[src/rtl/mul_seq_ctrl.sv]
`default_nettype none
// ============================================================================
// Module      : mul_seq_ctrl
// Description : Multi-cycle 32x32 unsigned shift-add multiplier (low word)
//               that borrows the shared EX-stage ALU via a req/gnt handshake.
// Revision    : 1.0 - initial release
// ============================================================================
module mul_seq_ctrl #(
    parameter int WIDTH = 32,
    parameter int CNT_W = 5
) (
    input  logic             clk,
    input  logic             rst_n,
    input  logic             start,
    input  logic [WIDTH-1:0] op_a,
    input  logic [WIDTH-1:0] op_b,
    output logic             busy,
    output logic             done,
    output logic [WIDTH-1:0] product,
    output logic             alu_req,
    input  logic             alu_gnt,
    output logic [3:0]       alu_ctrl,
    output logic [WIDTH-1:0] alu_a,
    output logic [WIDTH-1:0] alu_b,
    input  logic [WIDTH-1:0] alu_result
);

    localparam logic [3:0]       c_ctrl_add = 4'b0010;
    localparam logic [3:0]       c_ctrl_sll = 4'b0101;
    localparam logic [CNT_W-1:0] c_cnt_max  = CNT_W'(WIDTH - 1);

    typedef enum logic [1:0] {
        S_IDLE = 2'd0,
        S_ADD  = 2'd1,
        S_SHL  = 2'd2,
        S_DONE = 2'd3
    } state_t;

    state_t           r_state_q, w_state_d;
    logic [WIDTH-1:0] r_acc_q, w_acc_d;
    logic [WIDTH-1:0] r_mcand_q, w_mcand_d;
    logic [WIDTH-1:0] r_mplier_q, w_mplier_d;
    logic [CNT_W-1:0] r_cnt_q, w_cnt_d;
    logic [WIDTH-1:0] r_product_q, w_product_d;

    always_ff @(posedge clk) begin
        if (!rst_n) begin
            r_state_q   <= S_IDLE;
            r_acc_q     <= '0;
            r_mcand_q   <= '0;
            r_mplier_q  <= '0;
            r_cnt_q     <= '0;
            r_product_q <= '0;
        end else begin
            r_state_q   <= w_state_d;
            r_acc_q     <= w_acc_d;
            r_mcand_q   <= w_mcand_d;
            r_mplier_q  <= w_mplier_d;
            r_cnt_q     <= w_cnt_d;
            r_product_q <= w_product_d;
        end
    end

    always_comb begin
        w_state_d   = r_state_q;
        w_acc_d     = r_acc_q;
        w_mcand_d   = r_mcand_q;
        w_mplier_d  = r_mplier_q;
        w_cnt_d     = r_cnt_q;
        w_product_d = r_product_q;
        case (r_state_q)
            S_IDLE: begin
                if (start) begin
                    w_acc_d    = '0;
                    w_mcand_d  = op_a;
                    w_mplier_d = op_b;
                    w_cnt_d    = '0;
                    if (op_b == '0) begin
                        w_state_d   = S_DONE;
                        w_product_d = '0;
                    end else if (op_b[0]) begin
                        w_state_d = S_ADD;
                    end else begin
                        w_state_d = S_SHL;
                    end
                end
            end
            S_ADD: begin
                if (alu_gnt) begin
                    w_acc_d   = alu_result;
                    w_state_d = S_SHL;
                end
            end
            S_SHL: begin
                if (alu_gnt) begin
                    w_mcand_d  = alu_result;
                    w_mplier_d = r_mplier_q >> 1;
                    w_cnt_d    = r_cnt_q + CNT_W'(1);
                    // Bit 1 of the old multiplier is bit 0 of the shifted one.
                    if ((r_mplier_q >> 1) == '0 || r_cnt_q == c_cnt_max) begin
                        w_state_d   = S_DONE;
                        w_product_d = r_acc_q;
                    end else if (r_mplier_q[1]) begin
                        w_state_d = S_ADD;
                    end else begin
                        w_state_d = S_SHL;
                    end
                end
            end
            default: begin
                w_state_d = S_IDLE;
            end
        endcase
    end

    always_comb begin
        busy     = (r_state_q != S_IDLE);
        done     = (r_state_q == S_DONE);
        product  = r_product_q;
        alu_req  = 1'b0;
        alu_ctrl = 4'b0000;
        alu_a    = '0;
        alu_b    = '0;
        case (r_state_q)
            S_ADD: begin
                alu_req  = 1'b1;
                alu_ctrl = c_ctrl_add;
                alu_a    = r_acc_q;
                alu_b    = r_mcand_q;
            end
            S_SHL: begin
                alu_req  = 1'b1;
                alu_ctrl = c_ctrl_sll;
                alu_a    = r_mcand_q;
                alu_b    = WIDTH'(1);
            end
            default: ;
        endcase
    end

endmodule
`default_nettype wire

[config.mk]
export PLATFORM = sky130hd
export DESIGN_NAME = mul_seq_ctrl
export DESIGN_NICKNAME = d
export VERILOG_FILES = /design/src/rtl/mul_seq_ctrl.sv
export SDC_FILE = /design/constraint.sdc
export NUM_CORES = 1
export LEC_CHECK = 0
export CELL_PAD_IN_SITES_DETAIL_PLACEMENT = 0
export CELL_PAD_IN_SITES_GLOBAL_PLACEMENT = 1
export CORE_MARGIN = 10
export CORE_UTILIZATION = 44
export CTS_BUF_LIST = sky130_fd_sc_hd__clkbuf_8
export DETAILED_ROUTE_END_ITERATION = 10
export DONT_BUFFER_PORTS = 1
export HOLD_SLACK_MARGIN = 0.02
export PLACE_DENSITY_LB_ADDON = 0.1
export SETUP_SLACK_MARGIN = 0.5
export SLEW_MARGIN = 0
export SYNTH_ARGS = -nofsm -noshare
export SYNTH_HDL_FRONTEND = slang
export SYNTH_SLANG_ARGS = --single-unit
[constraint.sdc]
create_clock -name clk -period 1.7 [get_ports clk]
set_input_delay 0.085 -clock clk [delete_from_list [all_inputs] [get_ports clk]]
set_output_delay 0.085 -clock clk [all_outputs]
set_load 0.005 [all_outputs]
==> impl_metrics.xml <==
<?xml version="1.0" encoding="UTF-8"?>
<metrics>
  <group name="logic_synthesis">
    <metric name="async_reset_ff_share" unit="%">0</metric>
    <metric name="synthesis.area" unit="µm²">6430</metric>
    <metric name="synth_enable_flop_cells" unit="">0</metric>
    <metric name="synth.net_count" unit="">838</metric>
    <metric name="syn_area_per_cell" unit="µm²">8.79</metric>
    <metric name="synth_seq_area_share" unit="%">41.7</metric>
    <metric name="number_of_unique_standard_cell_types_used_by_synthesis" unit="">38</metric>
    <metric name="postSynthRegisterBits" unit="">134</metric>
    <metric name="synth_warnings" unit="">0</metric>
    <metric name="netlist_instances" unit="">732</metric>
    <metric name="yosys_most_used_dff" unit="">sky130_fd_sc_hd__dfxtp_1</metric>
  </group>
  <group name="floorplan">
    <metric name="num_io_pins" unit="">203</metric>
    <metric name="die_y" unit="µm">141</metric>
    <metric name="area_enclosed_by_the_die_boundary" unit="µm²">19900</metric>
    <metric name="initial_core_util" unit="%">44.6</metric>
    <metric name="floorplan.core_area" unit="µm²">14400</metric>
    <metric name="number_of_placement_rows" unit="">44</metric>
    <metric name="die_x" unit="µm">141</metric>
  </group>
  <group name="flow_run">
    <metric name="max_cap_violations" unit="">0</metric>
  </group>
  <group name="worst_setup_path">
    <metric name="regToRegStartpoint" unit="">r_state_q[1]</metric>
    <metric name="cp-startpoint" unit="">r_state_q[1]</metric>
    <metric name="setup.worst_path.end_class" unit="">output port</metric>
    <metric name="cp.arrival" unit="ns">1.90</metric>
    <metric name="critical_path.startpoint_type" unit="">register</metric>
    <metric name="worst-endpoint-required" unit="ns">1.62</metric>
    <metric name="critical_path.max_fanout" unit="">6</metric>
    <metric name="timing.setup.critical_path_class" unit="">register to output port</metric>
  </group>
  <group name="detailed_routing">
    <metric name="avgViaCountPerCell" unit="">6.14</metric>
    <metric name="dr.pass1.iters" unit="">5</metric>
    <metric name="drt_first_iter_violations" unit="">423</metric>
    <metric name="routedWlPerCell" unit="µm">25.8</metric>
    <metric name="vias_after_detailed_routing" unit="">6916</metric>
    <metric name="route.antenna.remaining_nets" unit="">0</metric>
    <metric name="wl" unit="µm">29000</metric>
    <metric name="drc" unit="">0</metric>
  </group>
  <group name="sta">
    <metric name="rsz0062_at_grt" unit="">true</metric>
    <metric name="worst_slew_margin" unit="%">63.2</metric>
    <metric name="timing.final.max_slew_violations" unit="">0</metric>
    <metric name="finClkSkew" unit="ns">0.0105</metric>
    <metric name="fin_ws" unit="ns">-0.289</metric>
    <metric name="final.min_clock_period" unit="ns">1.99</metric>
    <metric name="tightest_slew" unit="ns">0.552</metric>
    <metric name="setup_viol_count_final" unit="">195</metric>
    <metric name="post-route-period-util" unit="%">117</metric>
    <metric name="whs" unit="ns">-0.201</metric>
    <metric name="timing.fmax" unit="GHz">0.503</metric>
    <metric name="timing_hold_violations_final" unit="">33</metric>
  </group>
  <group name="clock_tree">
    <metric name="worst_skew_late_latency" unit="ns">0.46</metric>
    <metric name="cts_tree" unit="">built</metric>
    <metric name="post_cts_hold_buffer_count" unit="">109</metric>
    <metric name="cts_htree_levels" unit="">4</metric>
    <metric name="cts_sinks" unit="">134</metric>
    <metric name="cts_inserted_buffers" unit="">17</metric>
    <metric name="clkSlewWorstSetupHoldPaths" unit="ns">0.08</metric>
    <metric name="clock_tree.root_cell" unit="">sky130_fd_sc_hd__clkbuf_8</metric>
    <metric name="cts_buffer_depth" unit="">2</metric>
  </group>
  <group name="global_route">
    <metric name="pin_count_of_the_biggest_net_entering_global_routing" unit="">68</metric>
    <metric name="grt_pass1_vias" unit="">6989</metric>
    <metric name="gr-total-overflow" unit="">0</metric>
    <metric name="globalRouteTotalUtil" unit="%">26.7</metric>
    <metric name="grt_pass1_wl" unit="µm">41800</metric>
    <metric name="antenna_found_initial" unit="">0</metric>
  </group>
  <group name="power">
    <metric name="ir_drop" unit="V">0.00109</metric>
    <metric name="power_per_cell_area" unit="nW/µm²">1990</metric>
    <metric name="p_leak" unit="nW">4.02</metric>
    <metric name="power" unit="mW">22.8</metric>
  </group>
  <group name="cells_and_area">
    <metric name="area_growth" unit="%">78.1</metric>
    <metric name="layout_cell_share_with_drive_strength_beyond_1" unit="%">46.0</metric>
    <metric name="total_non_filler_cell_area_in_the_finished_layout" unit="µm²">11500</metric>
    <metric name="fin_nets" unit="">1035</metric>
    <metric name="insertedDiodeCount" unit="">0</metric>
  </group>
  <group name="placement">
    <metric name="routabilityCongestion" unit="">0.850</metric>
    <metric name="placed_instance_area" unit="µm²">7020</metric>
    <metric name="buffer_ports.inserted" unit="">0</metric>
    <metric name="hpwl_after_detailed_placement" unit="µm">15000</metric>
  </group>
  <group name="hold_path">
    <metric name="min-delay-path-class" unit="">input port to register</metric>
    <metric name="worstHoldStart" unit="">rst_n</metric>
  </group>
  <group name="run_status">
    <metric name="failed_checks" unit="">negative hold slack, negative setup slack</metric>
    <metric name="outcome" unit="">finished with violations</metric>
  </group>
</metrics>
-- power breakdown --
part	leakage [nW]	internal, mW	total (mW)	switching (mW)
clock	0.216	1.75	3.07	1.32
combinational	2.70	7.98	14.8	6.87
sequential	1.10	4.01	4.87	0.853
-- sequential cells by signal, indices dropped and copies added, names as in the netlist --
| name | count |
|---|---|
| r_acc_q | 32 |
| r_mplier_q | 31 |
| product | 32 |
| r_cnt_q | 5 |
| r_state_q | 2 |
| r_mcand_q | 32 |
-- cell usage after synthesis, types with 2 or more instances --
| library cell | number | area (µm²) |
|---|---|---|
| sky130_fd_sc_hd__a22oi_1 | 2 | 15.0 |
| sky130_fd_sc_hd__o21bai_1 | 2 | 15.0 |
| sky130_fd_sc_hd__and2_1 | 3 | 18.8 |
| sky130_fd_sc_hd__clkbuf_1 | 39 | 146 |
| sky130_fd_sc_hd__a22o_1 | 32 | 280 |
| sky130_fd_sc_hd__o21ai_0 | 5 | 25.0 |
| sky130_fd_sc_hd__a211oi_1 | 62 | 465 |
| sky130_fd_sc_hd__nor4_1 | 15 | 93.8 |
| sky130_fd_sc_hd__o22ai_2 | 20 | 250 |
| sky130_fd_sc_hd__mux2i_1 | 63 | 631 |
| sky130_fd_sc_hd__nor3_1 | 2 | 10.0 |
| sky130_fd_sc_hd__and3_1 | 33 | 206 |
| sky130_fd_sc_hd__o22ai_1 | 12 | 75.1 |
| sky130_fd_sc_hd__dfxtp_1 | 134 | 2680 |
| sky130_fd_sc_hd__nor2b_1 | 2 | 12.5 |
| sky130_fd_sc_hd__buf_4 | 9 | 67.6 |
| sky130_fd_sc_hd__buf_2 | 17 | 85.1 |
| sky130_fd_sc_hd__nand4_1 | 5 | 31.3 |
| sky130_fd_sc_hd__nand3_1 | 32 | 160 |
| sky130_fd_sc_hd__ha_1 | 6 | 75.1 |
| sky130_fd_sc_hd__inv_1 | 7 | 26.3 |
| sky130_fd_sc_hd__a21oi_1 | 36 | 180 |
| sky130_fd_sc_hd__xor2_1 | 2 | 17.5 |
| sky130_fd_sc_hd__nand2_1 | 102 | 383 |
| sky130_fd_sc_hd__buf_6 | 7 | 78.8 |
| sky130_fd_sc_hd__nor2_1 | 71 | 267 |
-- layout make-up --
type	instances	area, µm²
inverter	8	36.3
multi-input combinational	518	4610
timing repair buffer	250	3430
tap	184	230
fill	863	2970
sequential	134	2690
clock inverter	11	171
clock buffer	21	289
-- cells by family after synthesis --
logic type	synth area share, %
flip-flops	41.7
other	0.0583
AO/OA/AOI/OAI	22.1
multiplexers	9.80
buffers and inverters	6.34
XOR/XNOR	0.272
adder cells (fa/ha/maj)	1.17
AND/OR/NAND/NOR	18.6
-- worst max-delay path: stages, from the launching register on --
cell,delay [ns]
sky130_fd_sc_hd__dfxtp_2,0.34
sky130_fd_sc_hd__buf_6,0.12
sky130_fd_sc_hd__ha_4,0.16
sky130_fd_sc_hd__buf_6,0.12
sky130_fd_sc_hd__buf_12,0.11
sky130_fd_sc_hd__and2_4,0.20
sky130_fd_sc_hd__buf_12,0.16
sky130_fd_sc_hd__a22o_4,0.23
-- final timing paths --
path | endpoint | slack [ns] | cells after the start
hold / removal | product[3] | -0.20 | 2
hold reg to reg | r_acc_q[8] | 0.48 | 2
setup reg to reg | product[0] | -0.28 | 11
setup / recovery | alu_a[30] | -0.29 | 7
-- through the flow --
step	setup TNS, ns	util [%]	hold WS (ns)	std cells	worst slack [ns]
after detailed placement	-5.32	48.7	0.258	909	-0.115
final	-35.38	79.4	-0.201	1126	-0.289
after floorplan	-2.14	-	0.250	732	-0.0717
after global routing	-49.26	79.4	-0.214	1126	-0.365
after CTS	-28.39	72.9	-0.218	1112	-0.285
after global placement	-3.32	48.7	0.256	909	-0.105
-- routing by layer --
metal | part of all wire, % | vias up | routed length (µm) | GRT usage (%)
li1 | - | 3073 | - | -
met1 | 39 | 3439 | 11200 | 31.6
met2 | 50 | 338 | 14600 | 44.4
met3 | 8.4 | 66 | 2420 | 8.43
met4 | 2.7 | 0 | 798 | 9.51
met5 | 0 | - | 0 | 0
-- timing repair --
item                       in CTS  in global routing
pin swaps                      93                 65
resized for setup             195                160
setup endpoints to repair     204                204
hold endpoints to repair      134                 33
setup buffers                  29                  8
cloned                         33                  6
-- cells in the final DEF, fill, tap and decap left out, types with 8 or more instances in the layout --
master	instances
sky130_fd_sc_hd__a211oi_2	56
sky130_fd_sc_hd__a21oi_1	8
sky130_fd_sc_hd__a21oi_2	28
sky130_fd_sc_hd__a22o_1	26
sky130_fd_sc_hd__and3_4	32
sky130_fd_sc_hd__buf_12	28
sky130_fd_sc_hd__buf_16	28
sky130_fd_sc_hd__buf_4	33
sky130_fd_sc_hd__buf_6	37
sky130_fd_sc_hd__clkbuf_8	21
sky130_fd_sc_hd__dfxtp_1	132
sky130_fd_sc_hd__dlygate4sd3_1	109
sky130_fd_sc_hd__mux2i_1	63
sky130_fd_sc_hd__nand2_1	86
sky130_fd_sc_hd__nand2_2	14
sky130_fd_sc_hd__nand3_2	19
sky130_fd_sc_hd__nand3_4	12
sky130_fd_sc_hd__nor2_1	37
sky130_fd_sc_hd__nor2_2	18
sky130_fd_sc_hd__nor2_4	16
sky130_fd_sc_hd__nor4_1	14
sky130_fd_sc_hd__o22ai_2	29
(Power assumes the default switching activity.)
